**src/rtl/ao222_rr_arbiter.sv**
```systemverilog
// ao222_rr_arbiter: registered 3-way round-robin select generator for an AO222 3:1 mux.
// Latency: one cycle from a sampled REQ/DONE to the registered GNT/VALID/OWNER update.
// Backpressure: none; owners are released on REQ low, DONE or hold timeout while others wait.
//
// Ports:
//   CLK, RST          rising-edge clock, synchronous active-high reset
//   REQ1..REQ3        requests from sources 1..3
//   DONE              single-cycle release pulse from the current owner
//   GNT1..GNT3        registered one-hot (or all-zero) grants
//   VALID             registered OR of the grants
//   OWNER             registered encoded owner (0 = none, 1..3 = source)
module ao222_rr_arbiter #(
  parameter int unsigned MAX_HOLD = 8
) (
  input  logic       CLK,
  input  logic       RST,
  input  logic       REQ1,
  input  logic       REQ2,
  input  logic       REQ3,
  input  logic       DONE,
  output logic       GNT1,
  output logic       GNT2,
  output logic       GNT3,
  output logic       VALID,
  output logic [1:0] OWNER
);

  localparam logic [0:0] ST_IDLE  = 1'b0;
  localparam logic [0:0] ST_GRANT = 1'b1;

  localparam logic [3:0] HOLD_MAX = 4'(MAX_HOLD);

  logic [0:0] state, state_nxt;
  logic [1:0] last, last_nxt;
  logic [3:0] cnt, cnt_nxt;
  logic [1:0] owner_nxt;
  logic [2:0] req;
  logic [2:0] own_oh;
  logic [2:0] gnt_nxt;
  logic [1:0] pick;
  logic       owner_req;
  logic       others_req;
  logic       release_now;

  assign req = {REQ3, REQ2, REQ1};

  // Circular search starting after the last granted source; 0 means no requester.
  function automatic logic [1:0] rr_pick(input logic [1:0] lp, input logic [2:0] rq);
    logic [1:0] sel;
    sel = 2'd0;
    case (lp)
      2'd1: begin
        if (rq[1])      sel = 2'd2;
        else if (rq[2]) sel = 2'd3;
        else if (rq[0]) sel = 2'd1;
      end
      2'd2: begin
        if (rq[2])      sel = 2'd3;
        else if (rq[0]) sel = 2'd1;
        else if (rq[1]) sel = 2'd2;
      end
      default: begin
        if (rq[0])      sel = 2'd1;
        else if (rq[1]) sel = 2'd2;
        else if (rq[2]) sel = 2'd3;
      end
    endcase
    return sel;
  endfunction

  function automatic logic [2:0] to_onehot(input logic [1:0] o);
    logic [2:0] oh;
    oh = 3'b000;
    case (o)
      2'd1:    oh = 3'b001;
      2'd2:    oh = 3'b010;
      2'd3:    oh = 3'b100;
      default: oh = 3'b000;
    endcase
    return oh;
  endfunction

  assign own_oh      = to_onehot(OWNER);
  assign owner_req   = |(req & own_oh);
  assign others_req  = |(req & ~own_oh);
  assign pick        = rr_pick(last, req);
  // Timeout only matters when someone else is waiting; a lone owner keeps the grant.
  assign release_now = !owner_req || DONE || ((cnt >= HOLD_MAX) && others_req);

  always_comb begin
    state_nxt = state;
    last_nxt  = last;
    cnt_nxt   = cnt;
    owner_nxt = OWNER;
    case (state)
      ST_IDLE: begin
        if (pick != 2'd0) begin
          state_nxt = ST_GRANT;
          owner_nxt = pick;
          last_nxt  = pick;
          cnt_nxt   = 4'd1;
        end
      end
      ST_GRANT: begin
        if (release_now) begin
          // Old owner sits last in the search order, so it only wins when alone.
          if (pick != 2'd0) begin
            owner_nxt = pick;
            last_nxt  = pick;
            cnt_nxt   = 4'd1;
          end else begin
            state_nxt = ST_IDLE;
            owner_nxt = 2'd0;
            cnt_nxt   = 4'd0;
          end
        end else if (cnt < HOLD_MAX) begin
          cnt_nxt = cnt + 4'd1;
        end
      end
      default: begin
        state_nxt = ST_IDLE;
        owner_nxt = 2'd0;
        cnt_nxt   = 4'd0;
      end
    endcase
  end

  assign gnt_nxt = to_onehot(owner_nxt);

  always_ff @(posedge CLK) begin
    if (RST) begin
      state <= ST_IDLE;
      last  <= 2'd3;
      cnt   <= 4'd0;
      OWNER <= 2'd0;
      GNT1  <= 1'b0;
      GNT2  <= 1'b0;
      GNT3  <= 1'b0;
      VALID <= 1'b0;
    end else begin
      state <= state_nxt;
      last  <= last_nxt;
      cnt   <= cnt_nxt;
      OWNER <= owner_nxt;
      GNT1  <= gnt_nxt[0];
      GNT2  <= gnt_nxt[1];
      GNT3  <= gnt_nxt[2];
      VALID <= |gnt_nxt;
    end
  end

endmodule

```
**config.mk**
```make
export PLATFORM = sky130hd
export DESIGN_NAME = ao222_rr_arbiter
export DESIGN_NICKNAME = d
export VERILOG_FILES = /design/src/rtl/ao222_rr_arbiter.sv
export SDC_FILE = /design/constraint.sdc
export NUM_CORES = 1
export LEC_CHECK = 0
export CAP_MARGIN = 20
export CORE_UTILIZATION = 56
export DETAILED_ROUTE_END_ITERATION = 6
export PLACE_DENSITY = 0.82
export SLEW_MARGIN = 20
export SYNTH_ARGS = -nofsm -noshare
export SYNTH_HDL_FRONTEND = slang
export SYNTH_SLANG_ARGS = --single-unit
```
**constraint.sdc**
```tcl
create_clock -name CLK -period 5.72 [get_ports CLK]
set_clock_uncertainty 0.2 [all_clocks]
set_input_delay 0.572 -clock CLK [delete_from_list [all_inputs] [get_ports CLK]]
set_output_delay 0.572 -clock CLK [all_outputs]
set_load 0.1 [all_outputs]
```
* Word level (Yosys, flattened, before mapping)
Cells that the tools add are included.
Widths: inputs -> output; s select.
** Storage, ports and cells
- Register bits :: 13
- Input port bits :: 6
- Output and inout port bits :: 6
- Word-level logic and storage cells :: 62
** Operators by class
- $add $sub $neg :: 1
- $lt $le $gt $ge :: 2
- Eq/ne operators :: 11
- Multiplexer cells :: 27
- Bitwise logic cells :: 4
- Reduce and logical (&&, ||, !) cells :: 9
** Operators with widths (count)
- $mux 2 :: 13
- $pmux 3 s3 :: 2
- $mux 4 :: 3
- $pmux 2 s2 :: 3
- $eq 2x2->1 const B :: 5
- $reduce_or 3->1 :: 3
- $pmux 4 s2 :: 1
- $and 3x3->3 :: 2
- $eq 2x1->1 const B :: 3
- $add 4x1->4 const B :: 1
- $ge 4x4->1 const B :: 1
- $lt 4x4->1 const B :: 1
- $mux 1 :: 4
- $ne 3x1->1 const B :: 1
- $not 3->3 :: 1
- $logic_or 1x1->1 :: 2
- $ne 2x1->1 const B :: 1
- $ne 2x2->1 const B :: 1
- $pmux 1 s2 :: 1
- $reduce_and 2->1 :: 1
- $reduce_bool 2->1 :: 1
- $logic_and 1x1->1 :: 1
- $logic_not 1->1 :: 1
- $not 1->1 :: 1

* Longest topological paths before layout
Gate-level depths: netlist (run 1).
- Word-level depth :: 12
- Depth in mapped cells :: 7
- Gate-level depth less buffers :: 7

* Least setup slack after synthesis (run 1)
No wires, ideal clock.
- Path type :: reg-to-reg
- Start :: register OWNER[1]
- End :: register cnt[0]
- Library setup time :: 0.088 ns
- Arrival time :: 2.362 ns
- Required time :: 5.432 ns
- Slack :: 3.069 ns
- Stages on the path, launching flop included :: 7
- Clock period less this slack :: 2.651 ns
- Path through :: dfxtp_1 buf_2 a21o_1 o221ai_1 or2_4 mux2_4 a311oi_2
** On the way
- Cells in the longest elaborated chain, start to end :: 9
- Elaborated cells on any way between the ends :: 17
- Classes of those cells :: eq/ne (4); mux (3); bitwise (3); reduce/logical (7)
** RTL lines
- start: declaration :: RTL line 25 : output logic [1:0] OWNER
- start signal: assignment :: RTL line 144 : OWNER <= owner_nxt;
- $eq 2x2->1 or $eq 2x1->1 (tied branches) :: RTL line 74 : case (o)
- $pmux 3 s3 * :: RTL line 74
- $and 3x3->3 or $not 3->3 (tied branches) :: RTL line 84, 85
- $reduce_or 3->1 or $and 3x3->3 (tied branches) :: RTL line 84, 85
- $logic_not 1->1 or $reduce_or 3->1 (tied branches) :: RTL line 88, 85
- $logic_or 1x1->1 or $logic_and 1x1->1 (tied branches) :: RTL line 88 : assign release_now = !owner_req || DONE || ((cnt >= HOLD_MAX) && others_req);
- $logic_or 1x1->1 * :: RTL line 88
- $ne 3x1->1 (no line) or $mux 4 (tied branches)
- $reduce_and 2->1 (no line) or $pmux 4 s2 (tied branches)
- end signal: assignment :: RTL line 143 : cnt <= cnt_nxt;
- end: declaration :: RTL line 35 : logic [3:0] cnt, cnt_nxt;
Every way passes the cells marked *; elsewhere a longest branch is shown, timed or not.
A chain may end at the register's enable or synchronous reset.

* Worst setup path in the final report (run 1)
- Start :: register OWNER[0]
- End :: output port OWNER[0]
No word-level cell between the ends.

==> flow_metrics.tcl, run 1 <==
set metrics [dict create \
    cts_resized 0 \
    postLayoutCellArea_um2 953 \
    cts.clk_slew.worst_paths_ps 80 \
    combinationalPowerShare_pct 63.3 \
    sequentialPowerShare_pct 26.8 \
    ctsRootBufferMaster "clkbuf_4" \
    timing.final.crit_period_ps 2800 \
    vias 769 \
    slew_headroom_pct 35.7 \
    placeableCoreArea_um2 1330 \
    maximum_number_of_pins_on_one_net_before_global_route_repair 13 \
    crit_fanout 10 \
    ctsHoldBuffers 0 \
    max_cap_viol_count 0 \
    fp.dieArea_um2 1630 \
    post-cts-setup-buffer-count 0 \
    internal_power_w 0.000279 \
    boundaryPins 12 \
    cellLeakagePower_nw 0.391 \
    design.final.nets 121 \
    timing.setup.tns_ps 0 \
    wl_per_cell_um 13.9 \
    cts_made_buffers 3 \
    powerDensity_nw_per_um2 624 \
    die_w_um 40.3 \
    max_freq_mhz 357 \
    tot_pwr_w 0.000595 \
    detail_route.first_pass.iterations 4 \
    route.top_layer_used "met4" \
    cp-start-kind "flip-flop" \
    route.antenna.remaining_nets 0 \
    min_hold_slack_ps 306 \
    overflow 0 \
    p_sw_share_pct 53.0 \
    dp_hpwl_um 1290 \
    report.final.slew_viol_count 0 \
    cts-htree-levels 1 \
    vdd_drop_max_mv 0.337 \
    hold_viol 0 \
    wl_met1_um 762 \
    grt_use_total_pct 24.7 \
    met2_wirelength_um 835 \
    cts_max_path_buffers 2 \
    setup_viol_count_final 0 \
    setup.worst_path.end_class "output port" \
    synthesis.area_per_instance_um2 8.32 \
    finalWeightedCongestion 0.767 \
    n_fill_cell 116 \
    first_global_vias 654 \
    synth_area_leader_cell "dfxtp_1" \
    num_antenna_cells 0 \
    main_area_contributors_after_synthesis "dfxtp_1, ha_1, nor2_1" \
    critical-path-max-stage-delay_ps 1200 \
    drc 0 \
    vias_per_cell 6.15 \
    worstSkewPairLatency_ps 280 \
    timing.critical_path.buf_inv 1 \
    synth_sequential_area_ratio_pct 31.6 \
    clock_power_share_pct 9.9 \
    critPathTopFamily "buffers and inverters" \
    synth-edff-count 0 \
    num_rows 13 \
    critPathArrivalTime_ps 2030 \
    finish.utilization_pct 71.5 \
    ys_warn_count 0 \
    post_synth_instance_area_um2 823 \
    synthArstFlopShare_pct 0 \
    detail_route.wirelength_um 1740 \
    wire_length_of_the_first_global_routing_pass_um 2640 \
    placement.io_buffers 11 \
    crit_path_cell_trace "clkdlybuf4s50_1" \
    iteration_0_drc_count_of_the_detailed_router 27 \
    total_net_switching_power_w 0.000315 \
    required_time_at_the_endpoint_of_the_critical_path_ps 4950 \
    initial_core_util_pct 61.7 \
    status "complete, no violations" \
    number_of_sinks_driven_by_the_clock_tree 13 \
    post_dp_cell_area_um2 927 \
    number_of_antenna_violations_at_the_first_check_in_global_routing 0 \
    ys_ff_latch 13 \
    grt_setup_unrepaired "no" \
    hold_class "flip-flop to flip-flop" \
    syn_nets 109 \
    timing.critical_path.slowest_stage_cell "clkdlybuf4s50_1" \
    flow.area_growth_from_synthesis_pct 15.8 \
    path_class "flip-flop to output port" \
    wl_met3_um 108 \
    die_outline_height_um 40.3 \
    timing.final.crit_share_pct 48.9 \
    postSynthCellCount 99 \
    synth.lib_cells_used.distinct 42 \
    worst-slew-pin-transition_ps 962 \
    synth-main-ff-cell "dfxtp_1" \
    tritoncts "done" \
    drive_gt1_share_pct 11.8 \
    synthDominantCellAreaShare_pct 31.6 \
]
[kinds of logic (layout without fill, tap and decap cells)]
logic type / Yosys count / in the layout / synth area share (%)
flops: 13 / 13 / 31.6
compound gates: 32 / 32 / 29.6
fa+ha+maj: 5 / 5 / 7.45
mux: 3 / 3 / 4.41
buf+inv: 11 / 22 / 6.23
simple gates: 35 / 35 / 20.7
[area by class of cell]
type / instances / area, µm² / area share [%]
Multi-Input combinational cell: 75 / 512 / 53.7
Sequential cell: 13 / 260 / 27.3
Timing Repair Buffer: 11 / 110 / 11.5
Clock buffer: 4 / 26.3 / 2.76
Inverter: 7 / 26.3 / 2.76
Tap cell: 15 / 18.8 / 1.97
[power groups by stage]
stage	Combinational, W	Sequential [W]	Clock, W
floorplan	0.000206	0.000252	0
global placement	0.000365	0.000160	0
detailed placement	0.000373	0.000161	0
CTS	0.000375	0.000160	0.0000593
global route	0.000404	0.000164	0.0000631
finish	0.000376	0.000159	0.0000587
[registers in the layout, indices dropped and copies added, names as in the netlist]
register  count
GNT1          1
OWNER         2
last          2
state         1
GNT3          1
GNT2          1
VALID         1
cnt           4
[final timing paths]
kind	startpoint	endpoint	slack, ps	cells after the start
worst max-delay path	OWNER[0]	OWNER[0]	2920	1
worst min-delay path	cnt[2]	cnt[2]	310	2
worst max register to register	last[0]	GNT2	3380	7
worst min register to register	cnt[2]	cnt[2]	310	2
[cell usage after synthesis, drive strengths merged (2+ instances only)]
library cell,instances
nor3,4
nand2,9
and2,2
buf,3
o21ai,4
mux2,2
a211oi,3
a311oi,2
o2bb2ai,2
or3,3
dfxtp,13
inv,7
or2,2
nor2,10
a21oi,6
a21o,3
ha,4
[metal layers]
layer	vias up	track usage, %
li1	387	-
met1	348	27.1
met2	29	44.0
met3	5	8.33
met4	0	7.50
met5	-	0
[stage by stage]
stage                     std cells  setup WS (ps)
after floorplan                  99           3070
after global placement          121           3000
after detailed placement        121           2910
after CTS                       125           2910
after global routing            125           2850
final                           125           2920
[cells in the final DEF, fill, tap and decap left out, types with 2 or more instances in the layout]
cell and n:
a211oi_1 3, o21ai_0 4, nor2_1 10, ha_1 4, o2bb2ai_1 2, and2_1 2
clkbuf_4 3, clkdlybuf4s50_1 11, inv_1 7, or3_1 2, nor3_1 4, dfxtp_1 13
nand2_1 9, a21o_1 3, a21oi_1 6
Power figures use the tool's default switching activity.
==> inputs of run 2 (changes only) <==
- CORE_UTILIZATION: 56 -> 52
- PLACE_DENSITY: 0.82 -> 0.77
- clock period: 5.72 -> 2.6 ns (I/O delays scaled with it)
==> run 2 against run 1 <==
Compared with the run above: hold slack improved by 8.7 ps; flip-flop and latch count did not move; total power rose by 120%; non-clock buffer count rose by 1; sequential power rose by 120%; register-to-register slack got worse by 3000 ps; sequential share of layout area rose by 0.41 points; clock-buffer cell count did not move; largest power group unchanged.
==> flow_metrics.tcl, run 2 (same netlist as run 1, synthesis figures left out) <==
set metrics [dict create \
    number_of_antenna_violations_at_the_first_check_in_global_routing 0 \
    hold_viol 0 \
    overflow 0 \
    report.final.slew_viol_count 0 \
    cts.clk_slew.worst_paths_ps 70 \
    max_freq_mhz 449 \
    cts_max_path_buffers 2 \
    placeableCoreArea_um2 1380 \
    clock_power_share_pct 9.4 \
    ctsHoldBuffers 0 \
    mostFrequentLayoutCell "dfxtp_1" \
    cts_made_buffers 3 \
    tritoncts "done" \
    top_regs "cnt (4), OWNER (2), last (2)" \
    crit_fanout 5 \
    iteration_0_drc_count_of_the_detailed_router 33 \
    status "complete, no violations" \
    post-cts-setup-buffer-count 0 \
    first_global_vias 666 \
    most-common-layout-cells "dfxtp_1, nor2_1, nand2_1" \
    vias_per_cell 6.07 \
    largest_register_ffs 4 \
    r2r.worst_path.cells 7 \
    route.antenna.remaining_nets 0 \
    vias 765 \
    ctsRootBufferMaster "clkbuf_4" \
    vdd_drop_max_mv 0.866 \
    hold_class "flip-flop to flip-flop" \
    drc 0 \
    required_time_at_the_endpoint_of_the_critical_path_ps 2550 \
    cts-htree-levels 1 \
    worstSkewPairLatency_ps 270 \
    cts_resized 0 \
    initial_core_util_pct 59.5 \
    fp.dieArea_um2 1750 \
    grt_setup_unrepaired "no" \
    powerDensity_nw_per_um2 1360 \
    combinationalPowerShare_pct 63.1 \
    design.final.nets 122 \
    cellLeakagePower_nw 0.406 \
    boundaryPins 12 \
    timing.final.crit_share_pct 85.6 \
    die_w_um 41.8 \
    num_rows 13 \
    maximum_number_of_pins_on_one_net_before_global_route_repair 13 \
    total_net_switching_power_w 0.000683 \
    finish.utilization_pct 68.6 \
    num_antenna_cells 0 \
    holdPathStages 2 \
    path_class "flip-flop to flip-flop" \
    critPathArrivalTime_ps 2170 \
    placement.io_buffers 11 \
    setup_viol_count_final 0 \
    finalWeightedCongestion 0.833 \
    wire_length_of_the_first_global_routing_pass_um 2830 \
    dp_hpwl_um 1250 \
    cp-start-kind "flip-flop" \
    timing.setup.tns_ps 0 \
    sequentialPowerShare_pct 27.5 \
    setup.worst_path.end_class "flip-flop" \
    die_outline_height_um 41.8 \
    number_of_sinks_driven_by_the_clock_tree 13 \
    largest_register "cnt" \
    detail_route.wirelength_um 1670 \
    drive_gt1_share_pct 19.8 \
    slew_headroom_pct 69.6 \
    detail_route.first_pass.iterations 6 \
    worst-slew-pin-transition_ps 455 \
    max_cap_viol_count 0 \
    wl_per_cell_um 13.3 \
    grt_use_total_pct 20.5 \
    flow.area_growth_from_synthesis_pct 15.2 \
    internal_power_w 0.000609 \
    timing.final.crit_period_ps 2230 \
    p_sw_share_pct 52.9 \
]
[run 2: cell count changes in the layout (fill, tap and decap cells not counted), sizes merged]
cell	previous run	this run
buf	0	7
clkdlybuf4s50	11	5
[run 2: layout make-up]
type | instances | area, µm²
Clock buffer | 4 | 26.3
Multi-Input combinational cell | 75 | 512
Timing Repair Buffer | 12 | 103
Tap cell | 15 | 18.8
Sequential cell | 13 | 263
Inverter | 7 | 26.3
Fill cell | 113 | 434
[run 2: path summary, 6_finish.rpt]
check                              from      end  slack (ps)
worst max-delay path            last[0]     GNT2         370
worst min-delay path            last[1]  last[1]         320
worst max register to register  last[0]     GNT2         370
worst min register to register  last[1]  last[1]         320
[run 2: layer usage]
layer | vias to the layer above | global-route usage (%) | wire length, µm
met4 | 0 | 8.39 | 25
met2 | 28 | 29.4 | 746
met3 | 4 | 4.35 | 92
li1 | 381 | - | -
met5 | - | 0 | 0
met1 | 352 | 29.5 | 807
[run 2: power groups by stage]
stage | combinational (W) | clock [W] | sequential, W
finish | 0.000815 | 0.000122 | 0.000355
global route | 0.000883 | 0.000140 | 0.000367
CTS | 0.000815 | 0.000128 | 0.000353
detailed placement | 0.000808 | 0 | 0.000357
global placement | 0.000801 | 0 | 0.000356
floorplan | 0.000453 | 0 | 0.000558
[run 2: critical path, cell delays in order, from the launching register on]
cell and delay [ps]:
dfxtp_1 370, inv_1 60, ha_1 330, nand2b_1 170, a311o_1 380, a22o_1 190
a222oi_1 310, a211oi_1 90
[run 2: per-stage QoR]
| stage | setup slack, ps | hold WS, ps | area (µm²) | total power [W] | std cells |
|---|---|---|---|---|---|
| final | 374 | 315 | 948 | 0.00129 | 126 |
| after detailed placement | 157 | 300 | 922 | 0.00116 | 122 |
| after global routing | 201 | 341 | 948 | 0.00139 | 126 |
| after floorplan | 285 | 266 | 826 | 0.00101 | 99 |
| after global placement | 178 | 287 | 922 | 0.00116 | 122 |
| after CTS | 374 | 319 | 948 | 0.00130 | 126 |
